File: src/rtl/fetch_db_line_rd_pkg.sv
// Shared encoder constants for the deblocking line-buffer read sequencer.
package fetch_db_line_rd_pkg;

  localparam int unsigned ENC_PIXEL_WIDTH = 8;
  localparam int unsigned LINE_PIXELS     = 32;

  // Region base addresses inside the 208-line deblocking buffer
  localparam int unsigned LUMA_BASE   = 0;
  localparam int unsigned CHROMA_BASE = 128;
  localparam int unsigned TOP_BASE    = 192;

  // Region tag carried with every output beat
  typedef enum logic [1:0] {
    SEL_LUMA   = 2'd0,
    SEL_CHROMA = 2'd1,
    SEL_TOP    = 2'd2
  } sel_e;

  typedef enum logic [2:0] {
    ST_IDLE,
    ST_LUMA,
    ST_CHROMA,
    ST_TOP,
    ST_DRAIN,
    ST_DONE
  } state_e;

endpackage

File: src/rtl/fetch_db_skid_fifo.sv
// Small synchronous FIFO holding {last, sel, data} beats; push and pop may
// coincide when full or empty.
module fetch_db_skid_fifo #(
  parameter int unsigned WIDTH = 259,
  parameter int unsigned DEPTH = 4
) (
  input  logic                       clk,
  input  logic                       rst_n,
  input  logic                       push_i,
  input  logic [WIDTH-1:0]           wdata_i,
  input  logic                       pop_i,
  output logic [WIDTH-1:0]           rdata_o,
  output logic                       full_o,
  output logic                       empty_o,
  output logic [$clog2(DEPTH):0]     count_o
);

  localparam int unsigned AW = $clog2(DEPTH);
  localparam int unsigned CW = AW + 1;

  logic [WIDTH-1:0] mem_q [DEPTH];
  logic [AW-1:0]    wptr_q, rptr_q;
  logic [CW-1:0]    count_q;
  logic             push_ok, pop_ok;

  assign empty_o = (count_q == '0);
  assign full_o  = (count_q == CW'(DEPTH));
  assign count_o = count_q;
  assign rdata_o = mem_q[rptr_q];

  // A push into a full FIFO is only taken when the head leaves the same cycle
  assign pop_ok  = pop_i & ~empty_o;
  assign push_ok = push_i & (~full_o | pop_ok);

  // Storage, pointers and occupancy
  always_ff @(posedge clk or negedge rst_n) begin
    if (!rst_n) begin
      for (int unsigned i = 0; i < DEPTH; i++) mem_q[i] <= '0;
      wptr_q  <= '0;
      rptr_q  <= '0;
      count_q <= '0;
    end else begin
      if (push_ok) begin
        mem_q[wptr_q] <= wdata_i;
        wptr_q        <= wptr_q + AW'(1);
      end
      if (pop_ok) rptr_q <= rptr_q + AW'(1);
      case ({push_ok, pop_ok})
        2'b10:   count_q <= count_q + CW'(1);
        2'b01:   count_q <= count_q - CW'(1);
        default: count_q <= count_q;
      endcase
    end
  end

endmodule

File: src/rtl/fetch_db_line_rd.sv
// Walks the deblocking line buffer in region order (luma, UV, optional top)
// and streams each 32-pixel line downstream through a credit-checked FIFO.
module fetch_db_line_rd
  import fetch_db_line_rd_pkg::*;
#(
  parameter int unsigned PIXEL_WIDTH  = ENC_PIXEL_WIDTH,
  parameter int unsigned FIFO_DEPTH   = 4,
  parameter int unsigned LUMA_LINES   = 128,
  parameter int unsigned CHROMA_LINES = 64,
  parameter int unsigned TOP_LINES    = 16
) (
  input  logic                            clk,
  input  logic                            rst_n,
  input  logic                            start_i,
  input  logic                            top_en_i,
  output logic                            busy_o,
  output logic                            done_o,
  output logic                            ren_o,
  output logic [7:0]                      raddr_o,
  input  logic [PIXEL_WIDTH*LINE_PIXELS-1:0] rdata_i,
  output logic                            out_valid_o,
  input  logic                            out_ready_i,
  output logic [PIXEL_WIDTH*LINE_PIXELS-1:0] out_data_o,
  output logic [1:0]                      out_sel_o,
  output logic                            out_last_o
);

  localparam int unsigned DW = PIXEL_WIDTH * LINE_PIXELS;
  localparam int unsigned FW = DW + 3;
  localparam int unsigned CW = $clog2(FIFO_DEPTH) + 1;

  localparam logic [7:0] LUMA_LAST   = 8'(LUMA_BASE + LUMA_LINES - 1);
  localparam logic [7:0] CHROMA_LAST = 8'(CHROMA_BASE + CHROMA_LINES - 1);
  localparam logic [7:0] TOP_LAST    = 8'(TOP_BASE + TOP_LINES - 1);

  state_e        state_q, state_d;
  logic [7:0]    addr_q;
  logic          top_en_q;
  logic          inflight_q;
  sel_e          inf_sel_q, sel_cur;
  logic          inf_last_q, last_cur;
  logic          ren, pop, credit_ok;
  logic [CW:0]   occ;

  logic          fifo_full, fifo_empty;
  logic [CW-1:0] fifo_count;
  logic [FW-1:0] fifo_rdata;

  assign pop = out_valid_o & out_ready_i;

  // Entries held plus the read in flight, net of this cycle's pop
  always_comb begin
    occ       = {1'b0, fifo_count} + {{CW{1'b0}}, inflight_q} - {{CW{1'b0}}, pop};
    credit_ok = (occ < (CW + 1)'(FIFO_DEPTH));
  end

  // Next-state, read issue and beat tagging
  always_comb begin
    state_d  = state_q;
    ren      = 1'b0;
    sel_cur  = SEL_LUMA;
    last_cur = 1'b0;
    case (state_q)
      ST_IDLE: if (start_i) state_d = ST_LUMA;
      ST_LUMA: begin
        ren = credit_ok;
        if (ren && addr_q == LUMA_LAST) state_d = ST_CHROMA;
      end
      ST_CHROMA: begin
        sel_cur  = SEL_CHROMA;
        ren      = credit_ok;
        last_cur = (addr_q == CHROMA_LAST) && !top_en_q;
        if (ren && addr_q == CHROMA_LAST) state_d = top_en_q ? ST_TOP : ST_DRAIN;
      end
      ST_TOP: begin
        sel_cur  = SEL_TOP;
        ren      = credit_ok;
        last_cur = (addr_q == TOP_LAST);
        if (ren && addr_q == TOP_LAST) state_d = ST_DRAIN;
      end
      // Leave as the final beat is accepted so done follows one cycle later
      ST_DRAIN:
        if (!inflight_q && (fifo_empty || (fifo_count == CW'(1) && pop)))
          state_d = ST_DONE;
      ST_DONE: state_d = ST_IDLE;
      default: state_d = ST_IDLE;
    endcase
  end

  // State, address counter and read-latency tag pipeline
  always_ff @(posedge clk or negedge rst_n) begin
    if (!rst_n) begin
      state_q    <= ST_IDLE;
      addr_q     <= '0;
      top_en_q   <= 1'b0;
      inflight_q <= 1'b0;
      inf_sel_q  <= SEL_LUMA;
      inf_last_q <= 1'b0;
    end else begin
      state_q    <= state_d;
      inflight_q <= ren;
      inf_sel_q  <= sel_cur;
      inf_last_q <= last_cur;
      if (state_q == ST_IDLE && start_i) begin
        addr_q   <= 8'(LUMA_BASE);
        top_en_q <= top_en_i;
      end else if (ren) begin
        addr_q <= addr_q + 8'd1;
      end
    end
  end

  fetch_db_skid_fifo #(
    .WIDTH (FW),
    .DEPTH (FIFO_DEPTH)
  ) u_fifo (
    .clk     (clk),
    .rst_n   (rst_n),
    .push_i  (inflight_q),
    .wdata_i ({inf_last_q, inf_sel_q, rdata_i}),
    .pop_i   (pop),
    .rdata_o (fifo_rdata),
    .full_o  (fifo_full),
    .empty_o (fifo_empty),
    .count_o (fifo_count)
  );

  assign busy_o      = (state_q != ST_IDLE);
  assign done_o      = (state_q == ST_DONE);
  assign ren_o       = ren;
  assign raddr_o     = addr_q;
  assign out_valid_o = ~fifo_empty;
  assign {out_last_o, out_sel_o, out_data_o} = fifo_rdata;

endmodule

File: config.mk
export PLATFORM = sky130hd
export DESIGN_NAME = fetch_db_line_rd
export DESIGN_NICKNAME = d
export VERILOG_FILES = /design/src/rtl/fetch_db_line_rd_pkg.sv /design/src/rtl/fetch_db_skid_fifo.sv /design/src/rtl/fetch_db_line_rd.sv
export SDC_FILE = /design/constraint.sdc
export NUM_CORES = 1
export LEC_CHECK = 0
export BUFFER_PORTS_ARGS = -buffer_cell sky130_fd_sc_hd__clkbuf_2
export CAP_MARGIN = 20
export CORE_MARGIN = 2
export CORE_UTILIZATION = 40
export DETAILED_ROUTE_END_ITERATION = 8
export RECOVER_POWER = 50
export REMOVE_ABC_BUFFERS = 1
export SETUP_SLACK_MARGIN = 0.15
export SLEW_MARGIN = 20
export SYNTH_ARGS = -nofsm -noshare
export SYNTH_HDL_FRONTEND = slang
export SYNTH_SLANG_ARGS = --single-unit
File: constraint.sdc
create_clock -name clk -period 4.6 [get_ports clk]
set_clock_uncertainty 0.1 [all_clocks]
set_input_delay 0.92 -clock clk [delete_from_list [all_inputs] [get_ports clk]]
set_output_delay 0.92 -clock clk [all_outputs]
set_load 0.01 [all_outputs]
After elaboration in Yosys (flattened, before gate mapping)
Index checks and enable logic that the tools add are counted.

cells by class
  $add $sub $neg = 7
  $lt $le $gt $ge = 4
  equal/unequal tests = 17
  muxes and demuxes = 19
  bitwise operators = 8
  reduce and logical (&&, ||, !) cells = 18

operators by type and width
  kind                 number
  $bwmux 1036          1
  $mux 259             3
  $bmux 259 s2         1
  $demux 259 s2        1
  $mux 3               6
  $eq 8x8->1 const B   2
  $mux 8               2
  $pmux 3 s5           1
  $ne 2x2->1 const B   5
  $eq 3x3->1 const B   3
  $add 8x1->8 const B  1
  $eq 8x7->1 const B   1
  $logic_and 1x1->1    8
  $eq 3x1->1 const B   2
  $eq 3x2->1 const B   2
  $ge 3x3->1 const B   2
  $logic_not 3->1      2
  $not 2->3            2
  $pmux 3 s2           1
  $reduce_and 5->1     1
  $add 2x1->2 const B  2
  $add 3x1->4          1
  $lt 4x3->1 const B   1
  $pmux 2 s2           1
  other kinds (16)     21

word-level totals
  flip-flop bits (word level) = 1059
  input port bits = 261
  output and inout port bits = 271
  logic and storage cells = 86

Depth between registers and ports, before layout
  depth in word-level cells = 8
  depth in mapped cells = 13
  mapped depth without buffers = 12

By module
From an unflattened synthesis, not the netlist that was laid out.

unflattened totals
  cells, all modules = 2645
  area, all modules = 46254.4 um^2

by module, submodules not included
  module              times used  cells an instance  area an instance (um^2)  sequential area each (um^2)
  fetch_db_skid_fifo  1           2542               45267.2                  26100.0
  fetch_db_line_rd    1           103                987.2                    400.4

Worst setup path after synthesis
OpenSTA, ideal clock, no wires.

  path kind = input-to-output
  start = input out_ready_i
  end = output ren_o
  arrival time = 2406 ps
  data required time = 3580 ps
  path slack = 1174 ps
  stages on the path = 9
  path buffers = 1
  cell sequence = and2_1 -> ha_1 -> inv_1 -> ha_1 -> and3b_4 -> o211a_1 -> o21ai_2 -> buf_2 -> inv_1

between the ends
  longest elaborated chain between the ends = 4

RTL lines
  element             RTL line                RTL
  start: declaration  fetch_db_line_rd.sv:22  input logic out_ready_i,
  $and 1x1->1         fetch_db_line_rd.sv:49  assign pop = out_valid_o & out_ready_i;
  $sub 4x1->4         fetch_db_line_rd.sv:53  occ = {1'b0, fifo_count} + {{CW{1'b0}}, inflight_q} - {{CW{1'b0}}, pop};
  $lt 4x3->1          fetch_db_line_rd.sv:54  credit_ok = (occ < (CW + 1)'(FIFO_DEPTH));
  $mux 1              fetch_db_line_rd.sv:63  case (state_q)
  end: declaration    fetch_db_line_rd.sv:18  output logic ren_o,

No other way between the ends.

Worst setup path in the final report
  start = register u_fifo.count_q[1] (netlist: u_fifo.count_o[1])
  end = output ren_o

between the ends
  longest elaborated chain between the ends = 6
  elaborated cells between the ends (all ways) = 7
  classes of those cells = add/sub (2); order compare (1); mux (1); bitwise (2); reduce/logical (1)

RTL lines
  element                                              RTL line                  RTL
  start: declaration                                   fetch_db_skid_fifo.sv:23  logic [CW-1:0] count_q;
  start signal: assignment                             fetch_db_skid_fifo.sv:49  2'b10: count_q <= count_q + CW'(1);
  start signal: assignment                             fetch_db_skid_fifo.sv:50  2'b01: count_q <= count_q - CW'(1);
  start signal: assignment                             fetch_db_skid_fifo.sv:51  default: count_q <= count_q;
  branches (longest 3 deep; another with $add 3x1->4)  n/a
  $sub 4x1->4 *                                        fetch_db_line_rd.sv:53
  $lt 4x3->1 *                                         fetch_db_line_rd.sv:54
  $mux 1 *                                             fetch_db_line_rd.sv:63

Every way passes the cells marked *.

==> report_table.html <==
<table>
<tr><th>Metric</th><th>Value</th></tr>
<tr><th colspan="2">Place</th></tr>
<tr><td>Last weighted congestion value of the routability-driven placer</td><td>~0.75</td></tr>
<tr><td>Area post-placement</td><td>slightly above 50000 µm²</td></tr>
<tr><td>Half-perimeter wire length after placement</td><td>approximately 75000 µm</td></tr>
<tr><td>Input/output buffers</td><td>between 500 and 600</td></tr>
<tr><td>Dpl ws</td><td>673 ps</td></tr>
<tr><th colspan="2">Timing</th></tr>
<tr><td>Max Clk Rate</td><td>0.234 GHz</td></tr>
<tr><td>RSZ-0062 raised after global routing</td><td>no</td></tr>
<tr><td>Final critical-path share of the clock period</td><td>0.930</td></tr>
<tr><td>Hold WS</td><td>341 ps</td></tr>
<tr><td>Final max-slew violation count</td><td>between 500 and 600</td></tr>
<tr><td>Setup WS post-layout</td><td>323 ps</td></tr>
<tr><td>Post-Route Setup TNS</td><td>0 ps</td></tr>
<tr><td>Final worst path period need</td><td>4280 ps</td></tr>
<tr><td>Actual transition at the worst max-transition pin</td><td>approximately 2300 ps</td></tr>
<tr><td>Relative slew slack</td><td>-0.544</td></tr>
<tr><td>Final Hold Vio Count</td><td>0</td></tr>
<tr><td>Number of endpoints failing setup at the final stage</td><td>0</td></tr>
<tr><th colspan="2">Cells and area</th></tr>
<tr><td>Sequential standard cell area</td><td>26500 µm²</td></tr>
<tr><td>Fill cell total of the finished layout</td><td>9787</td></tr>
<tr><td>Most used cells in the layout excluding fill and tap cells</td><td>dfrtp_1 (1057), mux2_2 (1036), clkbuf_2 (533)</td></tr>
<tr><td>Fin area</td><td>54300 µm²</td></tr>
<tr><td>Fraction of layout cells with a size suffix above 1</td><td>0.636</td></tr>
<tr><td>Net count reported at finish</td><td>around 3500</td></tr>
<tr><td>Most common cell after layout, fill and taps aside</td><td>dfrtp_1</td></tr>
<tr><td>Syn-to-layout area delta</td><td>18.4%</td></tr>
<tr><td>Area occupied by multi-input gates</td><td>between 15000 and 20000 µm²</td></tr>
<tr><th colspan="2">Worst setup path</th></tr>
<tr><td>Data required, critical path</td><td>between 3000 and 4000 ps</td></tr>
<tr><td>CP endpoint kind</td><td>output port</td></tr>
<tr><td>Cell-by-cell trace of the critical path</td><td>inv_1, ha_1, nand2_1, and2_0, ha_1, inv_1, ha_1, and3b_4, o211a_1, o21ai_4, inv_1, clkbuf_2</td></tr>
<tr><td>Crit-path max cell delay</td><td>roughly 420 ps</td></tr>
<tr><td>Maximum fanout count along the critical path</td><td>4</td></tr>
<tr><td>Slowest stage cell on the critical path</td><td>dfrtp_1</td></tr>
<tr><td>CP arrival</td><td>3260 ps</td></tr>
<tr><td>Length in cells of the worst reg-to-reg path</td><td>8</td></tr>
<tr><td>Type of the setup path with the least slack</td><td>flop to output port</td></tr>
<tr><td>Startpoint type of the worst setup path</td><td>flop</td></tr>
<tr><th colspan="2">GRT</th></tr>
<tr><td>Maximum number of pins on one net before global-route repair</td><td>approximately 120</td></tr>
<tr><td>Total global routing track utilization</td><td>0.190</td></tr>
<tr><td>Via count of the first global-routing pass</td><td>a little under 30000</td></tr>
<tr><td>Wire length of the first global-routing pass</td><td>between 150000 and 200000 µm</td></tr>
<tr><td>Overflow after GRT</td><td>0</td></tr>
<tr><td>Initial antenna violation count</td><td>27</td></tr>
<tr><th colspan="2">Route</th></tr>
<tr><td>DRC violation count after routing</td><td>0</td></tr>
<tr><td>Post-DRT Antenna Nets</td><td>0</td></tr>
<tr><td>Number of design-rule violations left by the first detailed-router iteration</td><td>about 1100</td></tr>
<tr><td>Routed via count divided by cell count</td><td>around 5.3</td></tr>
<tr><td>Iteration count of the initial detailed-routing pass</td><td>4</td></tr>
<tr><td>Via total after detailed routing</td><td>25800</td></tr>
<tr><td>Routed wire per std cell</td><td>between 20 and 25 µm</td></tr>
<tr><td>Total Routed Length</td><td>around 110000 µm</td></tr>
<tr><th colspan="2">Clock network</th></tr>
<tr><td>Number of H-tree levels</td><td>3</td></tr>
<tr><td>TritonCTS Sinks</td><td>~1100</td></tr>
<tr><td>Max clock buf depth</td><td>3</td></tr>
<tr><td>Clock network latency to the later pin of the worst-skew pair</td><td>approximately 700 ps</td></tr>
<tr><td>Clk root buf</td><td>clkbuf_16</td></tr>
<tr><td>CTS tree</td><td>done</td></tr>
<tr><td>CTS Buf Count</td><td>approximately 110</td></tr>
<tr><td>Clock-pin transition on the worst setup and hold timing paths</td><td>60 ps</td></tr>
<tr><td>Post-CTS Hold Buffers</td><td>0</td></tr>
<tr><th colspan="2">Synthesis</th></tr>
<tr><td>Post-synthesis register bit count</td><td>~1100</td></tr>
<tr><td>Top FF cell, synth</td><td>dfrtp_1</td></tr>
<tr><td>Synthesized cell area</td><td>between 40000 and 50000 µm²</td></tr>
<tr><td>Per-instance average area after synthesis</td><td>17.4 µm²</td></tr>
<tr><td>Number of distinct library cells after synthesis</td><td>41</td></tr>
<tr><td>Number of enable-type register cells in the synthesized netlist</td><td>0</td></tr>
<tr><td>Main area contributors after synthesis</td><td>dfrtp_1 (58%), mux2_2 (25%), mux4_2 (13%)</td></tr>
<tr><td>Library cell occupying the most area in the post-synthesis netlist</td><td>dfrtp_1</td></tr>
<tr><td>Share of synthesized flip-flops with an asynchronous set or reset</td><td>1.00</td></tr>
<tr><td>Gate count after technology mapping</td><td>approximately 2600</td></tr>
<tr><td>Fraction of the yosys area taken by sequential cells</td><td>0.578</td></tr>
<tr><td>Syn. warnings</td><td>0</td></tr>
<tr><td>Area fraction of the dominant cell type after synthesis</td><td>0.578</td></tr>
<tr><th colspan="2">Floorplan</th></tr>
<tr><td>Die span in y</td><td>~340 µm</td></tr>
<tr><td>X dimension of the die</td><td>roughly 340 µm</td></tr>
<tr><td>DIE AREA</td><td>117000 µm²</td></tr>
<tr><td>FP Rows</td><td>124</td></tr>
<tr><td>Initial core utilization</td><td>0.402</td></tr>
<tr><td>Placeable core area</td><td>about 110000 µm²</td></tr>
<tr><td>Total I/O pin count</td><td>roughly 530</td></tr>
<tr><th colspan="2">Power and ir drop</th></tr>
<tr><td>Sum of internal, switching and leakage power</td><td>0.0432 W</td></tr>
<tr><td>Combinational share of power</td><td>0.399</td></tr>
<tr><td>LEAKAGE</td><td>between 20 and 25 nW</td></tr>
<tr><td>Clock network fraction of total power</td><td>0.222</td></tr>
<tr><td>Power density over the cells</td><td>just under 800 nW/µm²</td></tr>
<tr><td>Switching Share</td><td>0.320</td></tr>
<tr><td>Net switching power of the design</td><td>about 0.014 W</td></tr>
<tr><td>Worst VDD drop</td><td>0.000464 V</td></tr>
<tr><td>Register share of total power</td><td>0.379</td></tr>
<tr><td>Internal power summed over all cells</td><td>roughly 0.029 W</td></tr>
<tr><th colspan="2">Outcome</th></tr>
<tr><td>Result of the run</td><td>complete, but fails checks</td></tr>
<tr><td>Failing checks</td><td>capacitance limit, slew limit</td></tr>
<tr><th colspan="2">Worst hold path</th></tr>
<tr><td>Hold Path Stages</td><td>3</td></tr>
<tr><td>Min-Delay Path Class</td><td>input port to flop</td></tr>
<tr><th colspan="2">Job</th></tr>
<tr><td>Count of maximum capacitance violations</td><td>9</td></tr>
</table>
==> critical path, delay by kind of cell, from the launching register on <==
family / cells / cell delay (ps)
buffers and inverters: 4 / 380
flip-flops: 1 / 420
AND/OR/NAND/NOR: 3 / 560
adder cells (fa/ha/maj): 3 / 710
AO/OA/AOI/OAI: 2 / 480
==> synthesized netlist by cell type (2+ instances only) <==
master       n
buf_1       11
nor2_1      11
mux2_2    1036
nand2_2      4
clkbuf_1    18
ha_1        13
and2_1       3
nand3_1      3
xnor2_1      6
buf_4       87
o21a_1       2
xor2_1       3
a21oi_1      5
mux4_2     259
buf_2       58
or4_1        2
o31ai_1      4
o211ai_1     3
dfrtp_1   1059
o21ai_0      7
inv_1       11
mux2i_1      2
nand2_1     11
or3_1        4
nand2b_1     2
==> timing repair <==
action | in CTS | in global routing
gates resized for setup | 1 | 0
buffers inserted | 0 | 1
setup endpoints to repair | 1 | 1
pin swaps | 0 | 1
==> registers in the layout, summed over array words and instances (netlist names) <==
| signal | cells |
|---|---|
| inf_last_q | 1 |
| u_fifo.mem_q | 1036 |
| state_q | 3 |
| raddr_o | 8 |
| u_fifo.wptr_q | 2 |
| u_fifo.rptr_q | 2 |
| top_en_q | 1 |
| inflight_q | 1 |
| u_fifo.count_o | 3 |
| inf_sel_q | 2 |
==> stage by stage <==
| stage | util | std cells |
|---|---|---|
| floorplan | - | 2466 |
| global placement | 0.442 | 4598 |
| detailed placement | 0.442 | 4598 |
| CTS | 0.478 | 4811 |
| global route | 0.476 | 4825 |
| finish | 0.476 | 4826 |
==> final timing paths <==
| path | startpoint | to | slack (ps) |
|---|---|---|---|
| setup / recovery | u_fifo.count_o[1] | ren_o | 320 |
| setup reg to reg | u_fifo.count_o[1] | u_fifo.mem_q[279] | 640 |
| hold / removal | top_en_i | top_en_q | 340 |
| hold reg to reg | u_fifo.mem_q[425] | u_fifo.mem_q[425] | 400 |
| max in group asynchronous | rst_n | u_fifo.mem_q[805] | 760 |
| min in group asynchronous | rst_n | u_fifo.mem_q[191] | 800 |
==> logic make-up after synthesis <==
family | share of synthesized area
compound gates | 0.00404
xor+xnor | 0.00172
fa+ha+maj | 0.00355
buf+inv | 0.0239
flops | 0.578
mux | 0.382
simple gates | 0.00625
==> routing by layer <==
layer  up-vias  share of wire  global-route usage
li1      11100              -                   -
met1     14000           0.41               0.241
met2       530           0.51               0.326
met3       197          0.051              0.0401
met4        20          0.029              0.0645
met5         -         0.0012                   0
==> cell type report <==
| type | count | area share |
|---|---|---|
| antenna | 14 | 0.000646 |
| clock buffer | 172 | 0.0634 |
| clock inverter | 41 | 0.0106 |
| inverter | 11 | 0.000761 |
| multi-input combinational | 1396 | 0.336 |
| sequential | 1059 | 0.488 |
| tap | 1512 | 0.0349 |
| timing repair buffer | 621 | 0.0649 |
==> power by group through the flow <==
stage,registers (W),clock network [W],logic [W]
after floorplan,0.0159,0,0.0114
after global placement,0.0160,0,0.0171
after detailed placement,0.0165,0,0.0176
after CTS,0.0164,0.00985,0.0177
after global routing,0.0169,0.0102,0.0185
final,0.0164,0.00958,0.0172
Power figures use the tool's default switching activity.
